$ cat src/rtl/ysyx_24110006_csr_pkg.sv
// ysyx_24110006 CSR file: shared op encoding, CSR addresses,
// mstatus/mie/mip bit positions and trap cause codes.
package ysyx_24110006_csr_pkg;

   typedef enum logic [2:0] {
      OP_NONE  = 3'd0,
      OP_CSRRW = 3'd1,
      OP_CSRRS = 3'd2,
      OP_CSRRC = 3'd3,
      OP_ECALL = 3'd4,
      OP_MRET  = 3'd5,
      OP_IRQ   = 3'd6
   } csr_op_e;

   localparam logic [11:0] CSR_MSTATUS   = 12'h300;
   localparam logic [11:0] CSR_MIE       = 12'h304;
   localparam logic [11:0] CSR_MTVEC     = 12'h305;
   localparam logic [11:0] CSR_MSCRATCH  = 12'h340;
   localparam logic [11:0] CSR_MEPC      = 12'h341;
   localparam logic [11:0] CSR_MCAUSE    = 12'h342;
   localparam logic [11:0] CSR_MIP       = 12'h344;
   localparam logic [11:0] CSR_MVENDORID = 12'hF11;
   localparam logic [11:0] CSR_MARCHID   = 12'hF12;
   localparam logic [11:0] CSR_MCYCLE    = 12'hB00;
   localparam logic [11:0] CSR_MCYCLEH   = 12'hB80;
   localparam logic [11:0] CSR_CYCLE     = 12'hC00;
   localparam logic [11:0] CSR_CYCLEH    = 12'hC80;

   localparam int MSTATUS_MIE    = 3;
   localparam int MSTATUS_MPIE   = 7;
   localparam int MSTATUS_MPP_LO = 11;
   localparam int MSTATUS_MPP_HI = 12;
   localparam int MIE_MTIE       = 7;
   localparam int MIP_MTIP       = 7;

   localparam logic [31:0] CAUSE_ECALL_M = 32'd11;
   localparam logic [31:0] CAUSE_MTI     = 32'h8000_0007;

   // vectored entry lands at base + 4 * cause (timer cause = 7)
   localparam int IRQ_VEC_OFFSET = 28;

endpackage

$ cat src/rtl/ysyx_24110006_csr_if.sv
// ysyx_24110006 CSR file: request/response bundle between the
// core (master) and the CSR file (slave).
interface ysyx_24110006_csr_if #(
   parameter int XLEN = 32
);
   logic            i_valid;
   logic            o_ready;
   logic [2:0]      i_op;
   logic [11:0]     i_csr;
   logic [XLEN-1:0] i_wdata;
   logic [XLEN-1:0] i_pc;
   logic            i_mtip;
   logic            o_rvalid;
   logic [XLEN-1:0] o_rdata;
   logic            o_illegal;
   logic            o_redirect;
   logic [XLEN-1:0] o_upc;
   logic            o_irq_pending;

   modport master (
      output i_valid, i_op, i_csr, i_wdata, i_pc, i_mtip,
      input  o_ready, o_rvalid, o_rdata, o_illegal,
      input  o_redirect, o_upc, o_irq_pending
   );

   modport slave (
      input  i_valid, i_op, i_csr, i_wdata, i_pc, i_mtip,
      output o_ready, o_rvalid, o_rdata, o_illegal,
      output o_redirect, o_upc, o_irq_pending
   );
endinterface

$ cat src/rtl/ysyx_24110006_csr_counter.sv
// ysyx_24110006 CSR file: 64-bit free-running cycle counter.
// A half write replaces that half and skips the increment.
module ysyx_24110006_csr_counter (
   input  logic        i_clock,
   input  logic        i_reset,
   input  logic        i_we,
   input  logic        i_hi,
   input  logic [31:0] i_wdata,
   output logic [63:0] o_count
);
   logic [63:0] count_q, count_d;

   // next count: software write wins over increment
   always_comb begin
      count_d = count_q + 64'd1;
      if (i_we) begin
         if (i_hi) count_d = {i_wdata, count_q[31:0]};
         else      count_d = {count_q[63:32], i_wdata};
      end
   end

   // counter register
   always_ff @(posedge i_clock or negedge i_reset) begin
      if (!i_reset) count_q <= '0;
      else          count_q <= count_d;
   end

   assign o_count = count_q;
endmodule

$ cat src/rtl/ysyx_24110006_csr_file.sv
// ysyx_24110006 CSR file: M-mode CSRs, ECALL/MRET/timer trap flow.
// Optional mcycle/cycle counter under YSYX_24110006_CSR_MCYCLE_EN.
module ysyx_24110006_csr_file
   import ysyx_24110006_csr_pkg::*;
#(
   parameter int XLEN           = 32,
   parameter int MTVEC_VECTORED = 1
) (
   input logic                i_clock,
   input logic                i_reset,
   ysyx_24110006_csr_if.slave bus
);
   localparam logic [XLEN-1:0] MTVEC_MASK =
      (MTVEC_VECTORED != 0) ? ~XLEN'(2) : ~XLEN'(3);

   logic            st_mie_q, st_mie_d;
   logic            st_mpie_q, st_mpie_d;
   logic            mtie_q, mtie_d;
   logic [XLEN-1:0] mtvec_q, mtvec_d;
   logic [XLEN-1:0] mscratch_q, mscratch_d;
   logic [XLEN-1:0] mepc_q, mepc_d;
   logic [XLEN-1:0] mcause_q, mcause_d;

   logic            rvalid_q, rvalid_d;
   logic            illegal_q, illegal_d;
   logic            redirect_q, redirect_d;
   logic [XLEN-1:0] rdata_q, rdata_d;
   logic [XLEN-1:0] upc_q, upc_d;

   logic            ready;
   logic            accept;
   logic            irq_pending;
   logic            hit;
   logic            ro;
   logic            does_write;
   logic [XLEN-1:0] rd_val;
   logic [XLEN-1:0] wval;
   logic [XLEN-1:0] mstatus_rd;
   logic [XLEN-1:0] mie_rd;
   logic [XLEN-1:0] mip_rd;
   logic [XLEN-1:0] trap_base;

`ifdef YSYX_24110006_CSR_MCYCLE_EN
   logic [63:0] count;
   logic        cnt_we;
   logic        cnt_hi;

   ysyx_24110006_csr_counter u_counter (
      .i_clock (i_clock),
      .i_reset (i_reset),
      .i_we    (cnt_we),
      .i_hi    (cnt_hi),
      .i_wdata (wval),
      .o_count (count)
   );
`endif

   assign ready       = ~redirect_q;
   assign accept      = bus.i_valid & ready;
   assign irq_pending = st_mie_q & mtie_q & bus.i_mtip;
   assign trap_base   = mtvec_q & ~XLEN'(3);
   assign does_write  = (bus.i_op == OP_CSRRW) | (|bus.i_wdata);

   // architectural views of the sparse registers
   always_comb begin
      mstatus_rd = '0;
      mstatus_rd[MSTATUS_MPP_HI:MSTATUS_MPP_LO] = 2'b11;
      mstatus_rd[MSTATUS_MIE]  = st_mie_q;
      mstatus_rd[MSTATUS_MPIE] = st_mpie_q;
      mie_rd = '0;
      mie_rd[MIE_MTIE] = mtie_q;
      mip_rd = '0;
      mip_rd[MIP_MTIP] = bus.i_mtip;
   end

   // address decode: read value, hit and read-only flags
   always_comb begin
      rd_val = '0;
      hit    = 1'b1;
      ro     = 1'b0;
      unique case (bus.i_csr)
         CSR_MSTATUS:  rd_val = mstatus_rd;
         CSR_MIE:      rd_val = mie_rd;
         CSR_MTVEC:    rd_val = mtvec_q;
         CSR_MSCRATCH: rd_val = mscratch_q;
         CSR_MEPC:     rd_val = mepc_q;
         CSR_MCAUSE:   rd_val = mcause_q;
         CSR_MIP:      rd_val = mip_rd;
         CSR_MVENDORID,
         CSR_MARCHID:  ro = 1'b1;
`ifdef YSYX_24110006_CSR_MCYCLE_EN
         CSR_MCYCLE:   rd_val = count[31:0];
         CSR_MCYCLEH:  rd_val = count[63:32];
         CSR_CYCLE: begin
            rd_val = count[31:0];
            ro     = 1'b1;
         end
         CSR_CYCLEH: begin
            rd_val = count[63:32];
            ro     = 1'b1;
         end
`endif
         default:      hit = 1'b0;
      endcase
   end

   // read-modify-write value for the CSR instructions
   always_comb begin
      unique case (bus.i_op)
         OP_CSRRS: wval = rd_val | bus.i_wdata;
         OP_CSRRC: wval = rd_val & ~bus.i_wdata;
         default:  wval = bus.i_wdata;
      endcase
   end

   // next state for CSRs and the registered response
   always_comb begin
      st_mie_d   = st_mie_q;
      st_mpie_d  = st_mpie_q;
      mtie_d     = mtie_q;
      mtvec_d    = mtvec_q;
      mscratch_d = mscratch_q;
      mepc_d     = mepc_q;
      mcause_d   = mcause_q;
      rvalid_d   = accept;
      illegal_d  = 1'b0;
      redirect_d = 1'b0;
      rdata_d    = '0;
      upc_d      = '0;
`ifdef YSYX_24110006_CSR_MCYCLE_EN
      cnt_we     = 1'b0;
      cnt_hi     = 1'b0;
`endif
      if (accept) begin
         unique case (bus.i_op)
            OP_CSRRW, OP_CSRRS, OP_CSRRC: begin
               if (!hit || (ro && does_write)) begin
                  illegal_d = 1'b1;
               end else begin
                  rdata_d = rd_val;
                  if (does_write) begin
                     unique case (bus.i_csr)
                        CSR_MSTATUS: begin
                           st_mie_d  = wval[MSTATUS_MIE];
                           st_mpie_d = wval[MSTATUS_MPIE];
                        end
                        CSR_MIE:      mtie_d = wval[MIE_MTIE];
                        CSR_MTVEC:    mtvec_d = wval & MTVEC_MASK;
                        CSR_MSCRATCH: mscratch_d = wval;
                        CSR_MEPC:     mepc_d = wval & ~XLEN'(3);
                        CSR_MCAUSE:   mcause_d = wval;
`ifdef YSYX_24110006_CSR_MCYCLE_EN
                        CSR_MCYCLE:   cnt_we = 1'b1;
                        CSR_MCYCLEH: begin
                           cnt_we = 1'b1;
                           cnt_hi = 1'b1;
                        end
`endif
                        default: ;
                     endcase
                  end
               end
            end
            OP_ECALL: begin
               mepc_d     = bus.i_pc & ~XLEN'(3);
               mcause_d   = CAUSE_ECALL_M;
               st_mpie_d  = st_mie_q;
               st_mie_d   = 1'b0;
               redirect_d = 1'b1;
               upc_d      = trap_base;
            end
            OP_MRET: begin
               st_mie_d   = st_mpie_q;
               st_mpie_d  = 1'b1;
               redirect_d = 1'b1;
               upc_d      = mepc_q;
            end
            OP_IRQ: begin
               if (irq_pending) begin
                  mepc_d     = bus.i_pc & ~XLEN'(3);
                  mcause_d   = CAUSE_MTI;
                  st_mpie_d  = st_mie_q;
                  st_mie_d   = 1'b0;
                  redirect_d = 1'b1;
                  upc_d      = mtvec_q[0]
                             ? trap_base + XLEN'(IRQ_VEC_OFFSET)
                             : trap_base;
               end else begin
                  illegal_d = 1'b1;
               end
            end
            default: ;
         endcase
      end
   end

   // CSR and response registers
   always_ff @(posedge i_clock or negedge i_reset) begin
      if (!i_reset) begin
         st_mie_q   <= 1'b0;
         st_mpie_q  <= 1'b0;
         mtie_q     <= 1'b0;
         mtvec_q    <= '0;
         mscratch_q <= '0;
         mepc_q     <= '0;
         mcause_q   <= '0;
         rvalid_q   <= 1'b0;
         illegal_q  <= 1'b0;
         redirect_q <= 1'b0;
         rdata_q    <= '0;
         upc_q      <= '0;
      end else begin
         st_mie_q   <= st_mie_d;
         st_mpie_q  <= st_mpie_d;
         mtie_q     <= mtie_d;
         mtvec_q    <= mtvec_d;
         mscratch_q <= mscratch_d;
         mepc_q     <= mepc_d;
         mcause_q   <= mcause_d;
         rvalid_q   <= rvalid_d;
         illegal_q  <= illegal_d;
         redirect_q <= redirect_d;
         rdata_q    <= rdata_d;
         upc_q      <= upc_d;
      end
   end

   assign bus.o_ready       = ready;
   assign bus.o_rvalid      = rvalid_q;
   assign bus.o_rdata       = rdata_q;
   assign bus.o_illegal     = illegal_q;
   assign bus.o_redirect    = redirect_q;
   assign bus.o_upc         = upc_q;
   assign bus.o_irq_pending = irq_pending;
endmodule

$ cat src/flat_wrapper.sv
// flat-port wrapper written by rule: the top's interface ports become plain ports
module ysyx_24110006_csr_file_flat import ysyx_24110006_csr_pkg::*;
#(
   parameter int XLEN           = 32,
   parameter int MTVEC_VECTORED = 1
)
  (i_clock, i_reset, bus_i_valid, bus_i_op, bus_i_csr, bus_i_wdata, bus_i_pc, bus_i_mtip, bus_o_ready, bus_o_rvalid, bus_o_rdata, bus_o_illegal, bus_o_redirect, bus_o_upc, bus_o_irq_pending);
  ysyx_24110006_csr_if #(.XLEN(XLEN)) bus_i ();
  input logic i_clock;
  input logic i_reset;
  input wire logic [$bits(bus_i.i_valid)-1:0] bus_i_valid;
  input wire logic [$bits(bus_i.i_op)-1:0] bus_i_op;
  input wire logic [$bits(bus_i.i_csr)-1:0] bus_i_csr;
  input wire logic [$bits(bus_i.i_wdata)-1:0] bus_i_wdata;
  input wire logic [$bits(bus_i.i_pc)-1:0] bus_i_pc;
  input wire logic [$bits(bus_i.i_mtip)-1:0] bus_i_mtip;
  output wire logic [$bits(bus_i.o_ready)-1:0] bus_o_ready;
  output wire logic [$bits(bus_i.o_rvalid)-1:0] bus_o_rvalid;
  output wire logic [$bits(bus_i.o_rdata)-1:0] bus_o_rdata;
  output wire logic [$bits(bus_i.o_illegal)-1:0] bus_o_illegal;
  output wire logic [$bits(bus_i.o_redirect)-1:0] bus_o_redirect;
  output wire logic [$bits(bus_i.o_upc)-1:0] bus_o_upc;
  output wire logic [$bits(bus_i.o_irq_pending)-1:0] bus_o_irq_pending;
  assign bus_i.i_valid = bus_i_valid;
  assign bus_i.i_op = bus_i_op;
  assign bus_i.i_csr = bus_i_csr;
  assign bus_i.i_wdata = bus_i_wdata;
  assign bus_i.i_pc = bus_i_pc;
  assign bus_i.i_mtip = bus_i_mtip;
  assign bus_o_ready = bus_i.o_ready;
  assign bus_o_rvalid = bus_i.o_rvalid;
  assign bus_o_rdata = bus_i.o_rdata;
  assign bus_o_illegal = bus_i.o_illegal;
  assign bus_o_redirect = bus_i.o_redirect;
  assign bus_o_upc = bus_i.o_upc;
  assign bus_o_irq_pending = bus_i.o_irq_pending;
  ysyx_24110006_csr_file #(.XLEN(XLEN), .MTVEC_VECTORED(MTVEC_VECTORED)) u_core (.i_clock(i_clock), .i_reset(i_reset), .bus(bus_i));
endmodule
$ cat config.mk
export PLATFORM = sky130hd
export DESIGN_NAME = ysyx_24110006_csr_file_flat
export DESIGN_NICKNAME = d
export VERILOG_FILES = /design/src/rtl/ysyx_24110006_csr_pkg.sv /design/src/rtl/ysyx_24110006_csr_if.sv /design/src/rtl/ysyx_24110006_csr_counter.sv /design/src/rtl/ysyx_24110006_csr_file.sv /design/src/flat_wrapper.sv
export SDC_FILE = /design/constraint.sdc
export NUM_CORES = 1
export LEC_CHECK = 0
export CAP_MARGIN = 20
export CORE_ASPECT_RATIO = 0.8
export CORE_MARGIN = 2
export CORE_UTILIZATION = 55
export DETAILED_ROUTE_END_ITERATION = 7
export GPL_TIMING_DRIVEN = 0
export PLACE_DENSITY_LB_ADDON = 0.1
export SLEW_MARGIN = 40
export SYNTH_ARGS = -nofsm -noshare
export SYNTH_HDL_FRONTEND = slang
export SYNTH_SLANG_ARGS = --single-unit
$ cat constraint.sdc
create_clock -name i_clock -period 5.05 [get_ports i_clock]
set_input_delay 0.505 -clock i_clock [delete_from_list [all_inputs] [get_ports i_clock]]
set_output_delay 0.505 -clock i_clock [all_outputs]
set_load 0.02 [all_outputs]
==> results.sh, run 1 <==
export IMPL_status="finished, final reports clean"
export IMPL_postCtsSetupBuffers=0
export IMPL_crit_type="input port to flop"
export IMPL_slew_headroom_pct=40.82
export IMPL_reg2reg_depth=8
export IMPL_synth_compound_area_share_pct=17.36
export IMPL_cp_top_family="simple AND/OR/NAND/NOR gates"
export IMPL_whs_endpoint="u_core.mscratch_q[2]"
export IMPL_critPathArrivalTime_ns=3.66
export IMPL_postRouteAntennaNets=0
export IMPL_synth_area_leaders="dfrtp_1 47%, nand2_1 6.0%, mux2_4 5.4%"
export IMPL_p_per_area_nw_per_um2=283.4
export IMPL_period_needed_ns=3.293
export IMPL_numCtsBuffers=17
export IMPL_num_antenna_cells=0
export IMPL_reg2reg_to="u_core.bus.o_upc[28]"
export IMPL_crit_required_ns=5.41
export IMPL_wire_per_inst_um=24.91
export IMPL_fin_util_pct=70.02
export IMPL_cp_max_fo=10
export IMPL_grt_pass1_wl_um=55860
export IMPL_grt_ovfl_total=0
export IMPL_r2r_start="u_core.mtvec_q[2]"
export IMPL_cts_tree="done"
export IMPL_initial_core_util_pct=56.46
export IMPL_post_route_cell_area_um2=12800
export IMPL_cts_root_buf="clkbuf_16"
export IMPL_final_seq_area_um2=4830
export IMPL_hold_path_cell_count=2
export IMPL_slowest_delay_ns=0.61
export IMPL_clk_pin_slew_ns=0.08
export IMPL_critical_path_cell_chain="clkdlybuf4s50_1 -> nor4_1 -> nand4_1 -> a2111o_1 -> buf_6 -> nor2_1 -> o21ai_1 -> clkbuf_1 -> nor2b_1"
export IMPL_synth_warnings=0
export IMPL_cts_max_level=4
export IMPL_die_width_um=157.1
export IMPL_synth_edf_count=0
export IMPL_synthSimpleGateAreaFrac_pct=18.54
export IMPL_muxShareOfSynthArea_pct=10.94
export IMPL_rows=44
export IMPL_synthXorXnorAreaFrac_pct=1.613
export IMPL_crit_buf_inv=3
export IMPL_synth_cell_types=69
export IMPL_synth_cells=1062
export IMPL_hold_buffers=1
export IMPL_fin_skew_ns=0.01410
export IMPL_yosysTopAreaCell="dfrtp_1"
export IMPL_yosysSeqAreaShare_pct=46.80
export IMPL_synth_top_cell_area_share_pct=46.80
export IMPL_tightest_slew_ns=0.8810
export IMPL_grtUsageTotal_pct=38.18
export IMPL_hold_path_startpoint="u_core.mscratch_q[2]"
export IMPL_synthFlopType="dfrtp_1"
export IMPL_rsz0062_at_grt="no"
export IMPL_clkLatencyLatePin_ns=0.45
export IMPL_most_common_layout_cells="193 x dfrtp_1, 164 x nand2_1, 144 x clkdlybuf4s50_1, 119 x nor2_1"
export IMPL_synth_area_um2=10320
export IMPL_clockBufferDepth=2
export IMPL_fin_ws_ns=1.757
export IMPL_max_cap_viol_count=0
export IMPL_hold_class="flop to flop"
export IMPL_routed_wirelength_um=37310
export IMPL_fillerInstances=1441
export IMPL_grt_max_degree=60
export IMPL_max_freq_mhz=303.6
export IMPL_finalSetupViolCount=0
export IMPL_hpwl_um=26770
export IMPL_gp_congestion=0.9885
export IMPL_cpMaxStageDelayCell="nor4_1"
export IMPL_grt_pass1_vias=9428
export IMPL_place_area_um2=12210
export IMPL_rrSetupSlack_ns=2.20
export IMPL_fin_nets=1316
export IMPL_p_leak_nw=5.320
export IMPL_ys_ff_latch=193
export IMPL_io_pins=152
export IMPL_final_common_cell="dfrtp_1"
export IMPL_area_growth_pct=24.02
export IMPL_core_region_area_um2=18280
export IMPL_drc=0
export IMPL_start_kind="input port"
export IMPL_cts_resized=0
export IMPL_finalCritPeriodShare_pct=65.21
export IMPL_io_buffers=145
export IMPL_hold_viol=0
export IMPL_dieHeight_um=126.5
export IMPL_report_final_slew_viol_count=0
export IMPL_power_total_mw=3.626
export IMPL_design_die_area_um2=19880
export IMPL_synthArstFlopShare_pct=100.0
export IMPL_antenna_found_initial=0
export IMPL_clock_sinks=193
export IMPL_crit_path_end_kind="flop"
export IMPL_synth_fa_ha_area_share_pct=0.1213
export IMPL_ir_drop_v=0.0002358
export IMPL_multi_input_area_um2=5052
export IMPL_synth_top_family_by_area="simple AND/OR/NAND/NOR gates"
export IMPL_dp_slack_ns=1.387
export IMPL_syn_avg_cell_area_um2=9.716
export IMPL_firstDrtPassIters=8
export IMPL_vias_per_cell=6.534
export IMPL_vias=9788
export IMPL_drive_gt1_share_pct=13.17
export IMPL_drtIter0Drc=1328
-- how the worst max path moves through the flow --
stage / cells past startpoint / slack [ns] / endpoint / from
after detailed placement: 10 / 1.39 / u_core.mepc_q[18] / bus_i_wdata[18]
after CTS: 10 / 1.84 / u_core.mepc_q[18] / bus_i_wdata[18]
after global placement: 1 / -4.63 / u_core.bus.o_rdata[16] / i_reset
after global routing: 9 / 1.67 / u_core.bus.o_rdata[23] / bus_i_wdata[18]
after floorplan: 6 / 2.80 / u_core.mcause_q[11] / bus_i_csr[2]
final: 9 / 1.76 / u_core.bus.o_rdata[19] / bus_i_wdata[18]
-- sequential cells by signal (all words and copies together) (netlist names) --
name                   flops
u_core.bus.o_rvalid        1
u_core.bus.o_rdata        32
u_core.mscratch_q         32
u_core.bus.o_illegal       1
u_core.mtie_q              1
u_core.mepc_q             30
u_core.bus.o_redirect      1
u_core.mcause_q           32
u_core.st_mie_q            1
u_core.st_mpie_q           1
u_core.mtvec_q            31
u_core.bus.o_upc          30
-- metal layers --
metal / track usage [%] / up-vias / share of wire (%)
met5: 0 / - / 0
met4: 16.26 / 0 / 4.0
li1: - / 4183 / -
met2: 54.23 / 732 / 42
met1: 53.42 / 4741 / 40
met3: 13.09 / 132 / 13
-- per-stage QoR --
| stage | hold slack [ns] | setup TNS, ns | cells |
|---|---|---|---|
| global placement | 0.4617 | -891.00 | 1461 |
| floorplan | 0.2094 | 0 | 1063 |
| detailed placement | 0.4068 | 0 | 1465 |
| global route | 0.5211 | 0 | 1498 |
| finish | 0.4918 | 0 | 1498 |
| CTS | 0.4873 | 0 | 1498 |
-- cell type report --
cell class | count | area share, %
Inverter | 17 | 0.4986
Sequential cell | 193 | 37.74
Tap cell | 253 | 2.474
Buffer | 78 | 3.197
Clock buffer | 18 | 3.354
Clock inverter | 14 | 1.154
Timing Repair Buffer | 150 | 12.10
Multi-Input combinational cell | 775 | 39.48
-- power breakdown --
| group | total (mW) | internal [mW] | switching (mW) | leakage [nW] |
|---|---|---|---|---|
| registers | 1.76 | 1.67 | 0.0977 | 2.53 |
| logic | 0.524 | 0.228 | 0.296 | 2.51 |
| clock network | 1.34 | 0.660 | 0.679 | 0.280 |
| total | 3.63 | 2.55 | 1.07 | 5.32 |
-- cells in the mapped netlist (all sizes together), types with 3 or more instances --
| cell type | count |
|---|---|
| and3 | 8 |
| a32o | 3 |
| o22ai | 13 |
| nand2 | 164 |
| o21ai | 32 |
| nor2b | 27 |
| xnor2 | 6 |
| nor3 | 17 |
| nand2b | 4 |
| o2bb2ai | 24 |
| and3b | 3 |
| or3 | 5 |
| a2bb2oi | 4 |
| a22oi | 40 |
| nand4 | 9 |
| mux2i | 10 |
| a222oi | 7 |
| a32oi | 3 |
| nor4b | 3 |
| a221oi | 5 |
| a31oi | 26 |
| nand3 | 14 |
| a21oi | 41 |
| dfrtp | 193 |
| buf | 37 |
| a41oi | 24 |
| a22o | 3 |
| and2 | 4 |
| nor4 | 15 |
| nor3b | 4 |
| a211oi | 3 |
| and4 | 7 |
| inv | 17 |
| nand3b | 3 |
| xor2 | 13 |
| clkbuf | 41 |
| mux2 | 79 |
| o31ai | 5 |
| a21o | 3 |
| nor2 | 120 |
-- kinds of logic (layout without fill, tap and decap cells) --
kind of cell               Yosys count  count (layout)
and+or+nand+nor                    411             411
AOI/OAI and AO/OA                  253             253
DFF                                193             193
buffers and inverters               95             277
muxes                               89              89
xor gates and xnor gates            19              19
adders and majority gates            1               1
other                                1               2
-- worst reg2reg max path: cells and delay by family, from the launching register on --
family	cells	cell delay (ns)
simple gates	4	1.62
compound gates	2	0.31
fa+ha+maj	1	0.21
buf+inv	1	0.09
flops	1	0.51
Note: power is estimated with default switching activity, not from simulation.
==> run 2: changes to the inputs <==
--- a/config.mk
+++ b/config.mk
@@ -8,7 +8,7 @@
 export CAP_MARGIN = 20
 export CORE_ASPECT_RATIO = 0.8
 export CORE_MARGIN = 2
-export CORE_UTILIZATION = 55
+export CORE_UTILIZATION = 50
 export DETAILED_ROUTE_END_ITERATION = 7
 export GPL_TIMING_DRIVEN = 0
 export PLACE_DENSITY_LB_ADDON = 0.1
==> constraint.sdc (replaced) <==
create_clock -name i_clock -period 2.7 [get_ports i_clock]
set_input_delay 0.27 -clock i_clock [delete_from_list [all_inputs] [get_ports i_clock]]
set_output_delay 0.27 -clock i_clock [all_outputs]
set_load 0.02 [all_outputs]
==> results.sh, run 2 (synthesis gave the netlist of run 1 again) <==
export IMPL_drive_gt1_share_pct=14.82
export IMPL_dp_slack_ns=-0.7551
export IMPL_grt_ovfl_total=0
export IMPL_report_final_slew_viol_count=0
export IMPL_max_cap_viol_count=0
export IMPL_die_width_um=164.6
export IMPL_period_needed_ns=2.654
export IMPL_critPathArrivalTime_ns=2.98
export IMPL_grt_pass1_vias=9328
export IMPL_dieHeight_um=132.5
export IMPL_final_common_cell="dfrtp_1"
export IMPL_slew_headroom_pct=38.00
export IMPL_core_region_area_um2=20030
export IMPL_tightest_slew_ns=0.9300
export IMPL_reg2reg_to="u_core.bus.o_upc[27]"
export IMPL_p_seq_share_pct=48.6
export IMPL_fillerInstances=1659
export IMPL_crit_start="bus_i_op[1]"
export IMPL_violations="design-rule violations"
export IMPL_whs_endpoint="u_core.mcause_q[19]"
export IMPL_cts_root_buf="clkbuf_16"
export IMPL_finalCritPeriodShare_pct=98.28
export IMPL_place_area_um2=12220
export IMPL_fin_nets=1319
export IMPL_grt_max_degree=53
export IMPL_crit_required_ns=3.03
export IMPL_grt_pass1_wl_um=55730
export IMPL_cp_max_fo=10
export IMPL_initial_core_util_pct=51.52
export IMPL_post_route_cell_area_um2=12950
export IMPL_swShare_pct=29.06
export IMPL_ir_drop_v=0.0003663
export IMPL_r2r_start="u_core.mtvec_q[7]"
export IMPL_vias_per_cell=6.349
export IMPL_clk_pin_slew_ns=0.07
export IMPL_comb_power_share_pct=14.6
export IMPL_num_antenna_cells=0
export IMPL_cts_tree="done"
export IMPL_p_switching_mw=1.975
export IMPL_p_int_mw=4.820
export IMPL_design_die_area_um2=21810
export IMPL_power_total_mw=6.794
export IMPL_finalSetupViolCount=0
export IMPL_fin_skew_ns=0.01132
export IMPL_crit_type="input port to flop"
export IMPL_start_kind="input port"
export IMPL_max_freq_mhz=376.9
export IMPL_grtUsageTotal_pct=34.54
export IMPL_rows=46
export IMPL_rrSetupSlack_ns=0.09
export IMPL_most_common_layout_cells="193 x dfrtp_1, 164 x nand2_1, 138 x clkdlybuf4s50_1, 119 x nor2_1, 42 x mux2_2"
export IMPL_clock_sinks=193
export IMPL_reg2reg_depth=6
export IMPL_hold_path_cell_count=3
export IMPL_wire_per_inst_um=24.66
export IMPL_antenna_found_initial=0
export IMPL_gp_congestion=1.002
export IMPL_postRouteAntennaNets=0
export IMPL_vias=9599
export IMPL_io_pins=152
export IMPL_hold_class="input port to flop"
export IMPL_cts_max_level=4
export IMPL_clkLatencyLatePin_ns=0.45
export IMPL_area_growth_pct=25.50
export IMPL_hold_path_startpoint="bus_i_wdata[19]"
export IMPL_drc=4
export IMPL_io_buffers=145
export IMPL_crit_path_end_kind="flop"
export IMPL_firstDrtPassIters=8
export IMPL_hold_viol=0
export IMPL_routed_wirelength_um=37280
export IMPL_hold_slack_ns=0.2356
export IMPL_drtIter0Drc=1330
export IMPL_p_per_area_nw_per_um2=524.7
export IMPL_status="finished, violations left"
export IMPL_p_clk_share_pct=36.8
export IMPL_clockBufferDepth=2
export IMPL_p_leak_nw=5.447
export IMPL_fin_ws_ns=0.04646
export IMPL_numCtsBuffers=17
export IMPL_hpwl_um=26780
[run 2: changes by cell type in the layout (fill, tap and decap cells not counted), sizes merged]
cell and delta:
dlymetal6s2s +6, buf +5, clkdlybuf4s50 -6, clkinv -2
[run 2: what timing repair did]
action | in CTS | in global routing
hold buffers | 1 | 0
endpoints found under the setup margin | 127 | 151
buffers inserted | 0 | 3
endpoints found under the hold margin | 44 | 0
cloned | 0 | 0
pin swaps | 0 | 4
gates resized for setup | 11 | 26
[run 2: final cells by class]
class | count | area (µm²) | share of cell area (%)
Clock inverter | 12 | 113.9 | 0.8792
Timing Repair Buffer | 153 | 1594 | 12.31
Clock buffer | 20 | 456.7 | 3.527
Multi-Input combinational cell | 775 | 5141 | 39.70
Sequential cell | 193 | 4830 | 37.29
Buffer | 78 | 420.4 | 3.246
Tap cell | 264 | 330.3 | 2.551
Inverter | 17 | 63.81 | 0.4928
[run 2: power groups by stage]
stage | Sequential [mW] | Clock, mW | Combinational, mW
2_1_floorplan | 3.29 | 0 | 0.527
3_3_place_gp | 3.35 | 0 | 0.920
3_5_place_dp | 3.35 | 0 | 0.953
4_1_cts | 3.29 | 2.52 | 0.966
5_1_grt | 3.32 | 2.63 | 1.07
6_report | 3.30 | 2.50 | 0.995
[run 2: how the worst max path moves through the flow]
stage                             end  slack (ns)  cells past startpoint
2_1_floorplan    u_core.bus.o_upc[28]        0.60                      8
3_3_place_gp   u_core.bus.o_rdata[14]       -6.86                      1
3_5_place_dp        u_core.mepc_q[23]       -0.76                     10
4_1_cts           u_core.bus.o_upc[2]       0.006                     10
5_1_grt         u_core.mscratch_q[14]      -0.004                      9
6_report        u_core.mscratch_q[12]        0.05                      8
[run 2: layer usage]
metal / global-route usage, % / wire length [µm] / vias up
met4: 12.22 / 1337 / 2
li1: - / - / 4196
met1: 49.35 / 15400 / 4711
met5: 0 / 34 / -
met2: 49.58 / 15970 / 598
met3: 10.85 / 4535 / 92
[run 2: metrics by stage]
step / TNS (ns) / std cells / util (%)
5_1_grt: -0.004045 / 1512 / 64.66
2_1_floorplan: 0 / 1063 / -
3_3_place_gp: -1427.04 / 1472 / 60.43
3_5_place_dp: -93.65 / 1476 / 61.01
4_1_cts: 0 / 1509 / 64.18
6_report: 0 / 1512 / 64.66
[run 2: critical path, cell delays in order]
cell and delay, ns:
clkdlybuf4s50_1 0.56, clkbuf_1 0.46, nor2b_1 0.38, nand2_1 0.18
clkbuf_1 0.39, nand2_1 0.25, o31ai_2 0.17, mux2_2 0.32
